## config.mk

```make
export PLATFORM = sky130hd
export DESIGN_NAME = scan_capture
export DESIGN_NICKNAME = d
export VERILOG_FILES = /design/src/rtl/scan_capture.sv
export SDC_FILE = /design/constraint.sdc
export NUM_CORES = 1
export LEC_CHECK = 0
export BUFFER_PORTS_ARGS = -buffer_cell sky130_fd_sc_hd__buf_2
export CAP_MARGIN = 20
export CORE_MARGIN = 2
export CORE_UTILIZATION = 45
export DETAILED_ROUTE_END_ITERATION = 12
export GPL_TIMING_DRIVEN = 1
export PLACE_DENSITY = 0.67
export SYNTH_ARGS = -nofsm -noshare
export SYNTH_HDL_FRONTEND = slang
export SYNTH_SLANG_ARGS = --single-unit
```

## constraint.sdc

```tcl
create_clock -name fs -period 4.6 [get_ports fs]
set_clock_uncertainty 0.05 [all_clocks]
set_input_delay 0.46 -clock fs [delete_from_list [all_inputs] [get_ports fs]]
set_output_delay 0.46 -clock fs [all_outputs]
set_load 0.02 [all_outputs]
```

## src/rtl/scan_capture.sv

```systemverilog
// scan_capture: receive-side monitor for the multiplexed seven-segment scan.
// Registers the scanned digit-select and segment buses, checks the 8-slot
// scan order and per-slot hold time, decodes each segment pattern to BCD and
// publishes all six digits together once a whole frame has been seen clean.
//
// Ports:
//   fs          system clock, all logic on posedge
//   rst         asynchronous reset, active-high
//   led_dig     digit select, active-low one-hot
//   display     segments {0,g,f,e,d,c,b,a}, active-high
//   a..f        decoded digits of slots 0,1,3,4,6,7
//   frame_valid one-cycle pulse when a..f update
//   locked      high after LOCK_FRAMES consecutive good frames
//   err         one-cycle pulse on any error
//   err_code    cause of the last error (1 select, 2 sequence, 3 pattern,
//               4 range, 5 timing), held until the next error
module scan_capture #(
    parameter int unsigned SLOT_CYCLES = 1,
    parameter int unsigned LOCK_FRAMES = 2
) (
    input  logic       fs,
    input  logic       rst,
    input  logic [7:0] led_dig,
    input  logic [7:0] display,
    output logic [3:0] a,
    output logic [3:0] b,
    output logic [3:0] c,
    output logic [3:0] d,
    output logic [3:0] e,
    output logic [3:0] f,
    output logic       frame_valid,
    output logic       locked,
    output logic       err,
    output logic [2:0] err_code
);

    localparam int unsigned CNT_W  = 8;
    localparam int unsigned GOOD_W = 4;
    localparam logic [CNT_W-1:0]  SLOT_LAST = CNT_W'(SLOT_CYCLES);
    localparam logic [GOOD_W-1:0] GOOD_MAX  = GOOD_W'(LOCK_FRAMES);
    localparam logic [3:0] GLYPH_DASH = 4'hA;

    localparam logic [2:0] ERR_NONE  = 3'd0;
    localparam logic [2:0] ERR_SEL   = 3'd1;
    localparam logic [2:0] ERR_SEQ   = 3'd2;
    localparam logic [2:0] ERR_PAT   = 3'd3;
    localparam logic [2:0] ERR_RANGE = 3'd4;
    localparam logic [2:0] ERR_TIME  = 3'd5;

    typedef enum logic [1:0] {ST_HUNT, ST_COLLECT, ST_DONE} state_e;

    // {valid, slot} from the active-low select
    function automatic logic [3:0] decode_sel(input logic [7:0] dig);
        logic [3:0] r;
        r = 4'b0000;
        case (dig)
            8'hEF:   r = {1'b1, 3'd0};
            8'hF7:   r = {1'b1, 3'd1};
            8'hFD:   r = {1'b1, 3'd2};
            8'hFE:   r = {1'b1, 3'd3};
            8'hFB:   r = {1'b1, 3'd4};
            8'h7F:   r = {1'b1, 3'd5};
            8'hBF:   r = {1'b1, 3'd6};
            8'hDF:   r = {1'b1, 3'd7};
            default: r = 4'b0000;
        endcase
        return r;
    endfunction

    // {valid, value}; value GLYPH_DASH marks the dash glyph
    function automatic logic [4:0] decode_seg(input logic [7:0] seg);
        logic [4:0] r;
        r = 5'b00000;
        case (seg)
            8'h3F:   r = {1'b1, 4'd0};
            8'h06:   r = {1'b1, 4'd1};
            8'h5B:   r = {1'b1, 4'd2};
            8'h4F:   r = {1'b1, 4'd3};
            8'h66:   r = {1'b1, 4'd4};
            8'h6D:   r = {1'b1, 4'd5};
            8'h7D:   r = {1'b1, 4'd6};
            8'h07:   r = {1'b1, 4'd7};
            8'h7F:   r = {1'b1, 4'd8};
            8'h6F:   r = {1'b1, 4'd9};
            8'h40:   r = {1'b1, GLYPH_DASH};
            default: r = 5'b00000;
        endcase
        return r;
    endfunction

    function automatic logic slot_is_dash(input logic [2:0] slot);
        return (slot == 3'd2) || (slot == 3'd5);
    endfunction

    function automatic logic [3:0] slot_max(input logic [2:0] slot);
        logic [3:0] r;
        case (slot)
            3'd4:    r = 4'd5;
            3'd7:    r = 4'd2;
            default: r = 4'd9;
        endcase
        return r;
    endfunction

    // digit slots 0,1,3,4,6,7 packed into shadow/output positions 0..5
    function automatic logic [2:0] shadow_idx(input logic [2:0] slot);
        logic [2:0] r;
        case (slot)
            3'd1:    r = 3'd1;
            3'd3:    r = 3'd2;
            3'd4:    r = 3'd3;
            3'd6:    r = 3'd4;
            3'd7:    r = 3'd5;
            default: r = 3'd0;
        endcase
        return r;
    endfunction

    logic [7:0]        dig_q, seg_q;
    state_e            state_q, state_d;
    logic [2:0]        slot_q, slot_d;
    logic [CNT_W-1:0]  cnt_q, cnt_d;
    logic [7:0]        hold_dig_q, hold_dig_d, hold_seg_q, hold_seg_d;
    logic [5:0][3:0]   shadow_q, shadow_d, digits_q, digits_d;
    logic [GOOD_W-1:0] good_q, good_d;
    logic              locked_q, locked_d, frame_valid_q, frame_valid_d;
    logic              err_q, err_d;
    logic [2:0]        err_code_q, err_code_d;

    logic       sel_ok, seg_ok, seg_dash, start0, is_first, take_first;
    logic [2:0] sel_slot, exp_slot, code;
    logic [3:0] seg_val;

    assign {sel_ok, sel_slot} = decode_sel(dig_q);
    assign {seg_ok, seg_val}  = decode_seg(seg_q);
    assign seg_dash = (seg_val == GLYPH_DASH);
    // a clean first cycle of slot 0 can open a frame from any state
    assign start0 = sel_ok && (sel_slot == 3'd0) && seg_ok && !seg_dash;

    // classify the current registered sample against the expected position
    always_comb begin
        is_first = 1'b1;
        exp_slot = 3'd0;
        code     = ERR_NONE;
        if (state_q == ST_COLLECT) begin
            is_first = (cnt_q == SLOT_LAST);
            exp_slot = is_first ? 3'(slot_q + 3'd1) : slot_q;
        end
        if (is_first) begin
            if (!sel_ok)                                       code = ERR_SEL;
            else if (sel_slot != exp_slot)                     code = ERR_SEQ;
            else if (!seg_ok || (seg_dash != slot_is_dash(exp_slot))) code = ERR_PAT;
            else if (!seg_dash && (seg_val > slot_max(exp_slot)))     code = ERR_RANGE;
        end else if ((dig_q != hold_dig_q) || (seg_q != hold_seg_q)) begin
            if (!sel_ok)      code = ERR_SEL;
            else if (!seg_ok) code = ERR_PAT;
            else              code = ERR_TIME;
        end
    end

    // next-state and registered-output computation
    always_comb begin
        state_d       = state_q;
        slot_d        = slot_q;
        cnt_d         = cnt_q;
        hold_dig_d    = hold_dig_q;
        hold_seg_d    = hold_seg_q;
        shadow_d      = shadow_q;
        digits_d      = digits_q;
        good_d        = good_q;
        locked_d      = locked_q;
        frame_valid_d = 1'b0;
        err_d         = 1'b0;
        err_code_d    = err_code_q;
        take_first    = 1'b0;

        if (state_q == ST_HUNT) begin
            take_first = start0;
        end else if (code != ERR_NONE) begin
            err_d      = 1'b1;
            err_code_d = code;
            good_d     = '0;
            locked_d   = 1'b0;
            shadow_d   = '0;
            state_d    = ST_HUNT;
            take_first = start0;
        end else if (is_first) begin
            take_first = 1'b1;
        end else begin
            cnt_d = CNT_W'(cnt_q + 1'b1);
        end

        if (take_first) begin
            state_d    = ST_COLLECT;
            slot_d     = sel_slot;
            cnt_d      = CNT_W'(1);
            hold_dig_d = dig_q;
            hold_seg_d = seg_q;
            if (!slot_is_dash(sel_slot)) begin
                shadow_d[shadow_idx(sel_slot)] = seg_val;
            end
        end

        // slot 7 has run its full length: publish the frame
        if ((state_d == ST_COLLECT) && (slot_d == 3'd7) && (cnt_d == SLOT_LAST)) begin
            state_d       = ST_DONE;
            digits_d      = shadow_d;
            frame_valid_d = 1'b1;
            good_d        = (good_q < GOOD_MAX) ? GOOD_W'(good_q + 1'b1) : good_q;
            locked_d      = (good_d >= GOOD_MAX);
        end
    end

    always_ff @(posedge fs or posedge rst) begin
        if (rst) begin
            dig_q         <= 8'hFF;
            seg_q         <= 8'h00;
            state_q       <= ST_HUNT;
            slot_q        <= 3'd0;
            cnt_q         <= '0;
            hold_dig_q    <= 8'hFF;
            hold_seg_q    <= 8'h00;
            shadow_q      <= '0;
            digits_q      <= '0;
            good_q        <= '0;
            locked_q      <= 1'b0;
            frame_valid_q <= 1'b0;
            err_q         <= 1'b0;
            err_code_q    <= ERR_NONE;
        end else begin
            dig_q         <= led_dig;
            seg_q         <= display;
            state_q       <= state_d;
            slot_q        <= slot_d;
            cnt_q         <= cnt_d;
            hold_dig_q    <= hold_dig_d;
            hold_seg_q    <= hold_seg_d;
            shadow_q      <= shadow_d;
            digits_q      <= digits_d;
            good_q        <= good_d;
            locked_q      <= locked_d;
            frame_valid_q <= frame_valid_d;
            err_q         <= err_d;
            err_code_q    <= err_code_d;
        end
    end

    assign a           = digits_q[0];
    assign b           = digits_q[1];
    assign c           = digits_q[2];
    assign d           = digits_q[3];
    assign e           = digits_q[4];
    assign f           = digits_q[5];
    assign frame_valid = frame_valid_q;
    assign locked      = locked_q;
    assign err         = err_q;
    assign err_code    = err_code_q;

endmodule

```

==> results.md, run 1 <==
Layout:
- In the final design database the tool counted 599 nets.
- After filler insertion, the fill cell instance count of the layout stands at 1038.
- The area overhead of the layout relative to synthesis is 18.5%.
- With fillers left out, the area of the finished cells amounts to 0.00624 mm².
- Leaving out fill and tap cells, the most frequent cell in the layout is dfrtp_1.
- The fraction of layout instances using a drive strength above 1 is between 20 and 30%.
- Once layout is complete, the cells apart from fillers number 721.
- 0 antenna diodes ended up in the layout.
- Cells fill a little over half of the core in the end.
- In the layout the commonest cells are 87 x dfrtp_1, 83 x nand2_1, 47 x buf_2, 38 x o21ai_0, 29 x buf_4.

Worst setup path:
- The worst setup path is launched from a flop.
- The kind of capture point of the worst setup path is a flop.
- STA puts the critical path data required time at 4.78 ns.
- The stage delay of the slowest cell on the critical path is 0.52 ns.
- Data arrives at the worst endpoint at between 4 and 5 ns.
- Among all stages on the critical path, the largest delay is contributed by or4bb_1.
- The signal on the critical path passes through ha_1 > or4bb_1 > or3_4 > a21oi_4 > buf_4 > nand2_1 > ha_1 > a21o_1 > a221oi_2 > a311oi_1 > or3_4 > or3_4 > a21boi_4 > o2bb2ai_4 > buf_12 > nand2_8 > mux2_1.
- Along the worst path, the maximum fanout reaches 13.
- The most frequent cell on the critical path is or3_4.
- The category of the critical setup timing path is reg -> reg.

Timing:
- The worst pin sits at a relative slew slack of 42.2%.
- The setup-violating endpoint count in the final report is 0.
- The transition time at the pin with the least slew margin is 0.863 ns.
- The count of final max-slew check failures is 0.
- The worst path uses between 90% and 100% of the clock period.
- The worst hold-check slack is 0.146 ns.
- The count of final hold-check violations was 0.
- Setup repair after global routing could not meet its margin everywhere.
- Subtracting the final worst setup slack from the clock period gives 4.50 ns.
- Setup slack closes at 0.0975 ns.
- Derived from the worst setup path, the maximum achievable clock frequency is 222 MHz.

Logic synthesis:
- Summing every instance area after synthesis gives between 0.005 and 0.006 mm².
- The leading register cell type out of synthesis is dfrtp_1.
- The largest area contributor in the netlist is dfrtp_1.
- The share of async-settable or async-resettable flops after synthesis is 100%.
- Averaged over all synthesized cells, the footprint is 10.3 µm².
- Yosys mapped the design onto 78 distinct sky130hd cell types.
- After technology mapping, the gate count stands at around 510.
- The share of synthesized area occupied by flip-flops and latches is 49.4%.
- Sorting the synthesized cells by area gives the leading types as dfrtp_1 41%, dfstp_2 8.0%, nand2_1 5.9%, xnor2_1 4.2%, o21ai_0 3.6%.
- The number of nets in the synthesized netlist is 537.
- The share of the synthesized area in the top cell type is 41.4%.
- After synthesis the netlist holds a flip-flop and latch count of 103.
- The yosys synthesis warning count is 0.
- The number of flops mapped to enable cells by yosys is 0.

Die:
- In this run the vertical extent of the chip is 112 µm.
- The initial utilization of the core area, before any placement, comes to 46.1%.
- The die footprint is 0.0126 mm².
- between 40 and 50 I/O pins were placed.
- Measured along the x axis, the die boundary spans 112 µm.
- After floorplanning, the core was sized to cover 0.0114 mm².
- The floorplan row count is 39.

Placed design:
- The total of buffers placed on input and output ports is 47.
- After detailed placement, the design holds a cell count of 699.
- Once detailed placement completed, the half-perimeter wirelength came to between 8 and 9 mm.
- The instance area at placement is roughly 0.0057 mm².
- The post-placement worst setup slack is -0.0178 ns.
- The congestion estimate from routability-driven global placement came to between 0.8 and 0.9.

Drt:
- After detailed routing, the total wire length is 12.0 mm.
- The initial detailed-routing violation count is about 250.
- Across all layers, the routed design uses 4064 vias.
- Dividing the detail-routed via count by the number of cells gives 5.64.
- The number of design rule violations left after detail routing is 0.
- The remaining antenna violation count after routing is 0.
- The number of detailed-route iterations in the first pass is 4.
- Dividing the detail-routed wire length by the instance count gives 16.6 µm.

Run:
- The max-cap check violation count is 0.

Clocking:
- The TritonCTS buffer count is 9.
- Clock-pin slew was measured on the worst setup and hold paths at 0.07 ns.
- The TritonCTS clock tree is done.
- CTS placed an instance of clkbuf_16 at the clock tree root.
- The clock insertion delay at the later pin of the skew report is ~0.35 ns.
- The number of hold buffers added after CTS was 0.
- The number of buffers between clock root and the deepest sink is 2.
- The TritonCTS sink count is 103.
- The clock tree synthesis step divided the H-tree into 3 levels.

Worst hold path:
- The type of the most critical hold path is in -> reg.

GRT:
- The first-pass GRT wire length is 19.7 mm.
- The pin count of the biggest net entering global routing is 66.
- The via count of the first global-routing pass is 3995.
- The total overflow left after global routing is 0.
- The number of antenna violations at the first check in global routing is 0.
- The global-route total usage across every layer is 19.6%.

Power and ir drop:
- Across the VDD grid, the largest voltage drop is 0.305 mV.
- The static leakage is 2.95 nW.
- For this design the ratio of total power to cell area is 297 mW/mm².

Run status:
- The flow ran to the end, and the final reports show no timing, DRC or antenna violations.
[cell usage after synthesis (3+ instances only)]
master     n
nor2_1    23
and2_1     6
or2_2      3
mux2_2     6
nand3_1   30
buf_1      3
buf_6      3
xnor2_1   25
inv_1     11
or3_1      9
a21oi_1    5
nand4_1   13
mux2_4     4
nor3_1    10
nor4_1     3
buf_2     12
mux2_1    14
dfstp_2   16
xor2_1     6
clkbuf_1   9
nand2_1   83
mux2i_1    6
nor3b_1    5
ha_1       8
nand3b_1   3
dfrtp_1   87
o21ai_0   38
and3_1     5
[kinds of logic (layout without fill, tap and decap cells)]
kind of cell | after synthesis | after routing | synth area share [%]
mux | 33 | 33 | 7.51
fa+ha+maj | 8 | 8 | 1.90
flops | 103 | 103 | 49.4
compound gates | 78 | 78 | 10.5
xor+xnor | 31 | 31 | 5.16
simple gates | 219 | 220 | 22.0
buf+inv | 39 | 105 | 3.57
[metrics by stage]
stage          power [W]  TNS [ns]
2_1_floorplan    0.00106         0
4_1_cts          0.00188         0
5_1_grt          0.00193     -1.20
3_3_place_gp     0.00109         0
3_5_place_dp     0.00110   -0.0178
6_report         0.00185         0
[where the power goes]
part	switching, W	internal (W)
combinational	0.0000692	0.0000502
clock	0.000343	0.000429
sequential	0.0000265	0.000935
[path summary, 6_finish.rpt]
kind | from | to | slack [ns] | cells past startpoint
min in group asynchronous | rst | a[0] | 0.19 | 2
hold reg to reg | hold_dig_q[1] | hold_dig_q[1] | 0.41 | 2
setup reg to reg | slot_q[1] | e[3] | 0.1 | 17
setup / recovery | slot_q[1] | e[3] | 0.1 | 17
hold / removal | led_dig[4] | dig_q[4] | 0.15 | 1
max in group asynchronous | rst | dig_q[7] | 3.31 | 3
[sequential cells by signal, summed over array words and instances, names as in the netlist]
register / flops
e: 4
frame_valid: 1
dig_q: 8
a: 4
cnt_q: 8
locked: 1
d: 4
shadow_q: 24
err: 1
f: 4
c: 4
hold_dig_q: 8
b: 4
good_q: 4
slot_q: 3
hold_seg_q: 8
state_q: 2
err_code: 3
seg_q: 8
[per-layer routing]
metal	global-route usage [%]	wire, µm	up-vias
met5	0	0	-
met4	7.80	273	0
met3	5.35	667	23
met2	32.2	5940	109
met1	24.9	5090	2006
li1	-	-	1926
[timing repair]
item | in CTS | in global routing
pin swaps | 0 | 6
setup endpoints to repair | 6 | 35
cloned | 0 | 1
gates resized for setup | 2 | 21
buffers inserted | 0 | 5
[worst max-delay path: cells and delay by family (launching register included)]
| kind | cells | cell delay, ns |
|---|---|---|
| flops | 1 | 0.35 |
| mux | 1 | 0.35 |
| fa+ha+maj | 2 | 0.48 |
| buf+inv | 2 | 0.29 |
| simple gates | 6 | 1.81 |
| compound gates | 6 | 1.05 |
[area by class of cell]
type | instances | area, µm² | share of cell area, %
repair buffers | 78 | 493 | 7.90
inverters | 11 | 43.8 | 0.702
clock inverters | 7 | 81.3 | 1.30
clock buffers | 9 | 225 | 3.61
multi-input cells | 370 | 2620 | 42.0
flip-flops and latches | 103 | 2600 | 41.6
well taps | 143 | 179 | 2.87
No activity file was read; power rests on OpenSTA's default activity.
==> inputs of run 2 (changes only) <==
PLACE_DENSITY = 0.64   (was 0.67)
clock period = 4.8 ns   (was 4.6 ns; I/O delays follow)
==> run 2 against run 1 <==
  * Cell count fell by 1.7%
  * Combinational power is 5% lower
  * Critical path depth rose by 1
  * Sequential share of layout area increased by 1.1 points
  * Via count down 2.6%
  * Total power shrank 3.7%
  * Largest cell class is now sequential cells
  * Register-to-register slack improved by 0.10 ns
  * Sequential cell count did not move
  * Clock power down 2.8%
==> results.md, run 2 (same netlist as run 1, synthesis figures left out) <==
Worst setup path:
- The category of the critical setup timing path is reg -> reg.
- The number of cells on the worst reg-to-reg path is 18.
- Setup slack on the worst reg-to-reg path comes out at 0.20 ns.
- STA classifies the critical path endpoint as a flop.
- In this run the worst setup path terminates at c[3].
- At the worst endpoint, the required time is ~5 ns.
- The worst setup path is launched from a flop.
- Tracing the worst setup path back leads to its startpoint at cnt_q[1].
- The worst endpoint data arrival time is roughly 4.8 ns.
- The endpoint identified for the worst register-to-register timing path is c[3].
- The highest fanout seen on the critical path is 5.
- The startpoint identified for the worst register-to-register timing path is cnt_q[1].

Timing:
- The count of final max-slew check failures is 0.
- The count of final hold-check violations was 0.
- The final-layout setup total negative slack is 0 ns.
- The remaining max-slew budget at the tightest pin is about half.
- Setup repair after global routing left no endpoint under its margin.
- The final critical path takes up between 90% and 100% of the cycle.
- Setup violations remaining at the end of the flow were counted as 0.
- Static timing analysis puts the maximum clock frequency at 217 MHz.
- Subtracting the final worst setup slack from the clock period gives 4.60 ns.
- The transition time at the pin with the least slew margin is 0.771 ns.

Clocking:
- The clock drives just over 100 sinks.
- The number of buffers inserted for hold repair after clock tree synthesis is 0.
- The count of H-tree levels built during CTS is 3.
- TritonCTS built the clock tree.
- The clock insertion delay at the later pin of the skew report is 0.34 ns.
- The root buffer selected by CTS is clkbuf_16.
- In this run the deepest clock path goes through 2 buffers.
- The TritonCTS buffer count is 9.
- The post-CTS clock slew at the launch and capture registers of the worst setup and hold paths is approximately 0.070 ns.

Placed design:
- Once placement finished, the instance area stood at 0.00568 mm².
- The wire-length estimate of the detail-placed layout is 8.26 mm.
- The placer's final routability congestion estimate is 0.917.
- The total of buffers placed on input and output ports is 47.

Die:
- Measured along the y axis, the die boundary spans 112 µm.
- The initial core utilization is a little under half.
- After floorplanning, the core was divided into 39 placement rows.
- The I/O pin count is 48.
- Measured along the x axis, the die boundary spans 112 µm.
- The core region is 0.0114 mm².
- The die footprint is 0.0126 mm².

GRT:
- The global-route total usage across every layer is 19.4%.
- The via count of the first global-routing pass is 4021.
- The number of antenna violations at the first check in global routing is 0.
- Global routing finished with a remaining overflow of 0.
- The pin count of the biggest net entering global routing is 66.
- The first-pass GRT wire length is 19.8 mm.

Power and ir drop:
- The switching share of power is about a quarter.
- The static leakage is 2.87 nW.
- Across the VDD grid, the largest voltage drop is around 0.24 mV.
- The combinational cell fraction of total power is 6.3%.
- The clock network fraction of total power is a little over two fifths.
- The cell-internal power is 0.00135 W.
- Dividing total power by cell area gives a power density of 293 mW/mm².
- In this run the power spent charging and discharging nets is 0.000430 W.
- Per report_power, the sequential group accounts for about half of the total.

Layout:
- In the layout the commonest cells are 86 x dfrtp_1, 83 x nand2_1, 47 x buf_2, 37 x o21ai_0, 29 x nand3_1.
- More flip-flops sit in one register than any other, and that register is shadow_q.
- The leading cell type in the layout, fill and taps excluded is dfrtp_1.
- The area overhead of the layout relative to synthesis is 15.6%.
- The count of inserted antenna diode cells is 0.
- Of the cells placed in the final design, the portion with a size suffix greater than 1 is 26.0%.
- After filler insertion, the fill cell instance count of the layout stands at 1050.
- The number of flip-flops under the largest register name is 24.
- The final design area excluding fillers is 0.00608 mm².
- For this run, the post-layout net count is 587.

Drt:
- After detailed routing, the number of remaining DRC violations is 0.
- The met2 routed wirelength is 5.57 mm.
- The overall routed net length is approximately 12 mm.
- In the final routing, the length of wire on met1 measures 5.58 mm.
- The top layer used by detailed routing is met4.
- The routed layout has 3959 vias.
- The number of vias per cell after detailed routing is between 5 and 6.
- The number of detailed-route iterations in the first pass is 4.
- After detailed routing, the average wire length per cell comes to between 15 and 20 µm.
- Once detail routing completed, the nets flagged for antenna violations numbered 0.
- The initial detailed-routing violation count is roughly 320.
- Summed over all nets, wire length on met3 after detailed routing comes to approximately 390 µm.

Worst hold path:
- The tightest min-delay check is of the in -> reg type.

Run:
- Max-cap violations in this run came to 0.

Run status:
- The run finished with clean final reports.
run 2: stage by stage:
step	instances	power, W	utilization [%]	hold WS (ns)	setup WS, ns
2_1_floorplan	511	0.00101	-	0.392	0.245
3_3_place_gp	691	0.00104	49.7	0.398	0.162
3_5_place_dp	691	0.00105	49.7	0.402	0.0519
4_1_cts	707	0.00180	52.4	0.170	0.0276
5_1_grt	709	0.00186	53.3	0.166	0.00603
6_report	709	0.00178	53.3	0.181	0.202
run 2: final cells by class:
| type | count | area [µm²] | share of cell area [%] |
|---|---|---|---|
| inverter | 11 | 43.8 | 0.720 |
| tap | 143 | 179 | 2.94 |
| clock buffer | 9 | 225 | 3.70 |
| multi-input combinational | 369 | 2560 | 42.0 |
| clock inverter | 7 | 81.3 | 1.34 |
| sequential | 103 | 2600 | 42.7 |
| timing repair buffer | 67 | 398 | 6.54 |
run 2: per-layer routing:
| metal | global-route usage [%] | up-vias |
|---|---|---|
| met1 | 26.2 | 1940 |
| met5 | 0 | - |
| met3 | 3.40 | 20 |
| met2 | 31.5 | 92 |
| li1 | - | 1907 |
| met4 | 7.15 | 0 |
run 2: how the worst min path moves through the flow:
stage | from | end | slack [ns] | depth (start not counted)
2_1_floorplan | hold_dig_q[4] | hold_dig_q[4] | 0.39 | 2
3_3_place_gp | hold_dig_q[0] | hold_dig_q[0] | 0.40 | 2
3_5_place_dp | hold_dig_q[0] | hold_dig_q[0] | 0.40 | 2
4_1_cts | led_dig[3] | dig_q[3] | 0.17 | 1
5_1_grt | led_dig[4] | dig_q[4] | 0.17 | 1
6_report | led_dig[3] | dig_q[3] | 0.18 | 1
run 2: power by group through the flow:
stage / clock (W) / sequential [W] / combinational (W)
finish: 0.000750 / 0.000921 / 0.000113
floorplan: 0 / 0.000927 / 0.0000856
CTS: 0.000767 / 0.000921 / 0.000110
global route: 0.000810 / 0.000925 / 0.000128
detailed placement: 0 / 0.000938 / 0.000110
global placement: 0 / 0.000937 / 0.000107
run 2: timing repair:
| item | 4_1_cts | 5_1_grt |
|---|---|---|
| endpoints found under the setup margin | 0 | 28 |
| buffers inserted | 0 | 2 |
| gates resized for setup | 0 | 16 |
run 2: worst max-delay path, stage by stage, from the launching register on:
cell      delay [ns]
dfrtp_1         0.41
inv_1           0.07
ha_2            0.18
or3b_2          0.49
o21ai_0         0.19
a21o_1          0.22
nor2_2          0.06
nand2_1         0.08
nand2_1         0.06
ha_1            0.30
and2_0          0.18
a221oi_2        0.23
a311oi_1        0.09
or3_4           0.40
o31ai_4         0.32
nand2_2         0.09
or4_4           0.55
mux2i_4         0.22
mux2_4          0.26
==> inputs of run 3 (changes only) <==
CTS_BUF_LIST = sky130_fd_sc_hd__clkbuf_4 sky130_fd_sc_hd__clkbuf_8   (was default)
SETUP_SLACK_MARGIN = 0.5   (was default)
==> run 3 against run 2 <==
  * Core utilization up 1.3 points
  * Count of clock-buffer cells in the layout unchanged
  * Sequential power is essentially flat
  * Cell count grew 1.7%
  * Cell area increased by 2.5%
  * Critical path depth fell by 2
  * Worst setup slack better by 0.18 ns
  * Largest power group unchanged
==> results.md, run 3 (same netlist as run 1, synthesis figures left out) <==
Run status:
- The flow ran to the end, and the final reports show no timing, DRC or antenna violations.

Die:
- The floorplan row count is 39.
- In this run the horizontal extent of the chip is 112 µm.
- In this run the standard cell core region covers 0.0114 mm².
- The initial utilization of the core area, before any placement, comes to 46.1%.
- The die is 112 µm tall.
- The I/O pin count is 48.
- The die covers 0.0126 mm².

Worst setup path:
- STA classifies the critical path endpoint as a flop.
- The critical path goes through ha_2 > or4bb_1 > or3_4 > a21oi_4 > nand3_2 > ha_1 > and2_4 > a221oi_4 > a311oi_4 > or3_4 > or3_4 > a21boi_4 > o2bb2ai_4 > buf_12 > nand2_8 > mux2_1.
- The worst setup slack for register-to-register paths is 0.39 ns.
- The largest single stage delay on the critical path is 0.51 ns.
- Data arrives at the worst endpoint at around 4.6 ns.
- Among the stages of the critical path, the cell type that occurs most often is or3_4.
- The sort of element at the start of the critical path is a flop.
- The setup path with the least slack is of type reg -> reg.
- The critical path's slowest cell is or4bb_1.
- The highest fanout seen on the critical path is 7.
- For the worst setup path, the data required time is 5.01 ns.

Clocking:
- For the worst-skew pair, the clock arrives at the later sink with an insertion delay of 0.38 ns.
- The post-CTS clock slew at the launch and capture registers of the worst setup and hold paths is 0.10 ns.
- The H-tree was split into 3 levels.
- The root buffer selected by CTS is clkbuf_8.
- The TritonCTS buffer count is 9.
- The TritonCTS clock tree is done.
- The number of buffers between clock root and the deepest sink is 2.
- For this design, the sink count on the clock tree is 103.

Timing:
- The worst hold-check slack is 0.133 ns.
- Static timing analysis puts the maximum clock frequency at 227 MHz.
- The remaining max-slew budget at the tightest pin is about 47%.
- At the pin with the least slew margin, the transition time is 0.789 ns.
- Setup repair after global routing could not meet its margin everywhere.
- Setup violations remaining at the end of the flow were counted as 0.
- After layout, the worst path uses 92.0% of the clock period.
- The count of final hold-check violations was 0.
- After routing, the total negative slack on setup checks comes to 0 ns.
- The count of final max-slew check failures came to 0.
- The time the final worst path needs with I/O delays and setup is 4.41 ns.

Power and ir drop:
- The power per cell area is 260 mW/mm².
- The static leakage is 2.92 nW.
- VDD sags by at most ~0.17 mV.

GRT:
- The via count of the first global-routing pass is 3958.
- The first-pass GRT wire length is 20.5 mm.
- The total grt overflow is 0.
- The pin count of the biggest net entering global routing is 67.
- The number of antenna violations at the first check in global routing was 0.
- In the global route stage, overall resource usage came out at 20.4%.

Drt:
- The count of nets left with antenna violations once routing finished came out at 0.
- For this run, the detailed router's first-pass iteration total came to 8.
- In this run, the number of DRC markers left after iteration 0 of detailed routing was 235.
- The detail-routed net length per standard cell is 16.9 µm.
- After detailed routing, the total wire length is 12.2 mm.
- The number of design rule violations left after detail routing is 0.
- The detailed router placed 4049 vias in this run.
- The number of vias per cell after detailed routing is about 5.6.

Layout:
- The area overhead of the layout relative to synthesis is 18.4%.
- The repair_antennas step left the layout with diodes totalling 0.
- The post-layout net count is 599.
- At the end of the flow the core is filled with cells to 54.6%.
- Leaving out fill and tap cells, the most frequent cell in the layout is dfrtp_1.
- The post-route netlist has 31.0% of its cells at a drive strength greater than 1.
- The number of flip-flops under the largest register name is 24.
- In the layout the commonest cells are 85 x dfrtp_1, 82 x nand2_1, 47 x buf_2, 36 x o21ai_0, 29 x buf_4.
- The layout has approximately 1.0k filler cells.
- The top register by number of flip-flops is shadow_q.

Placed design:
- The total of buffers placed on input and output ports is 47.
- The half-perimeter wire length of the detailed placement result is 8.21 mm.
- Routability-driven placement finished with a final weighted congestion of 0.899.

Run:
- The max-cap check violation count is 0.

Worst hold path:
- The worst hold path belongs to the class in -> reg.
[run 3: stage by stage]
step	instances	total power (W)	area (µm²)	setup WS, ns
3_3_place_gp	687	0.00104	5720	0.170
3_5_place_dp	687	0.00105	5720	0.0483
5_1_grt	721	0.00168	6230	0.227
6_report	721	0.00162	6230	0.386
2_1_floorplan	511	0.00101	5350	0.336
4_1_cts	719	0.00163	6120	0.340
[run 3: area by class of cell]
cell class,count,area [µm²],share of cell area (%)
clock buffer,9,124,1.99
clock inverter,7,91.3,1.47
inverter,11,43.8,0.703
multi-input combinational,371,2720,43.7
sequential,103,2600,41.7
tap,143,179,2.87
timing repair buffer,77,473,7.59
[run 3: worst max-delay path: cells and delay by family (launching register included)]
family	cells	cell delay (ns)
and+or+nand+nor	7	1.97
AOI/OAI and AO/OA	5	0.95
adders and majority gates	2	0.48
DFF	1	0.38
muxes	1	0.32
buffers and inverters	1	0.16
[run 3: final timing paths]
check,start,endpoint,depth (start not counted)
min reg2reg,hold_dig_q[7],hold_dig_q[7],2
min in group asynchronous,rst,a[2],2
max,slot_q[1],a[3],16
min,led_dig[4],dig_q[4],1
max reg2reg,slot_q[1],a[3],16
max in group asynchronous,rst,cnt_q[3],3
[run 3: timing repair]
item,4_1_cts,5_1_grt
hold endpoints to repair,0,0
endpoints found under the setup margin,42,51
cloned,2,0
pin swaps,6,7
hold buffers,0,0
gates resized for setup,10,17
buffers inserted,14,2
[run 3: power by group]
| part | internal [W] | switching (W) | total (W) |
|---|---|---|---|
| sequential | 0.000895 | 0.0000258 | 0.000921 |
| clock | 0.000253 | 0.000329 | 0.000582 |
| combinational | 0.0000477 | 0.0000672 | 0.000115 |
[run 3: routing by layer]
metal	GRT usage [%]	share of wire, %	up-vias
met5	0	0	-
met4	9.84	3.0	0
met3	3.13	4.0	33
met2	31.6	46	114
met1	28.2	47	1977
li1	-	-	1925
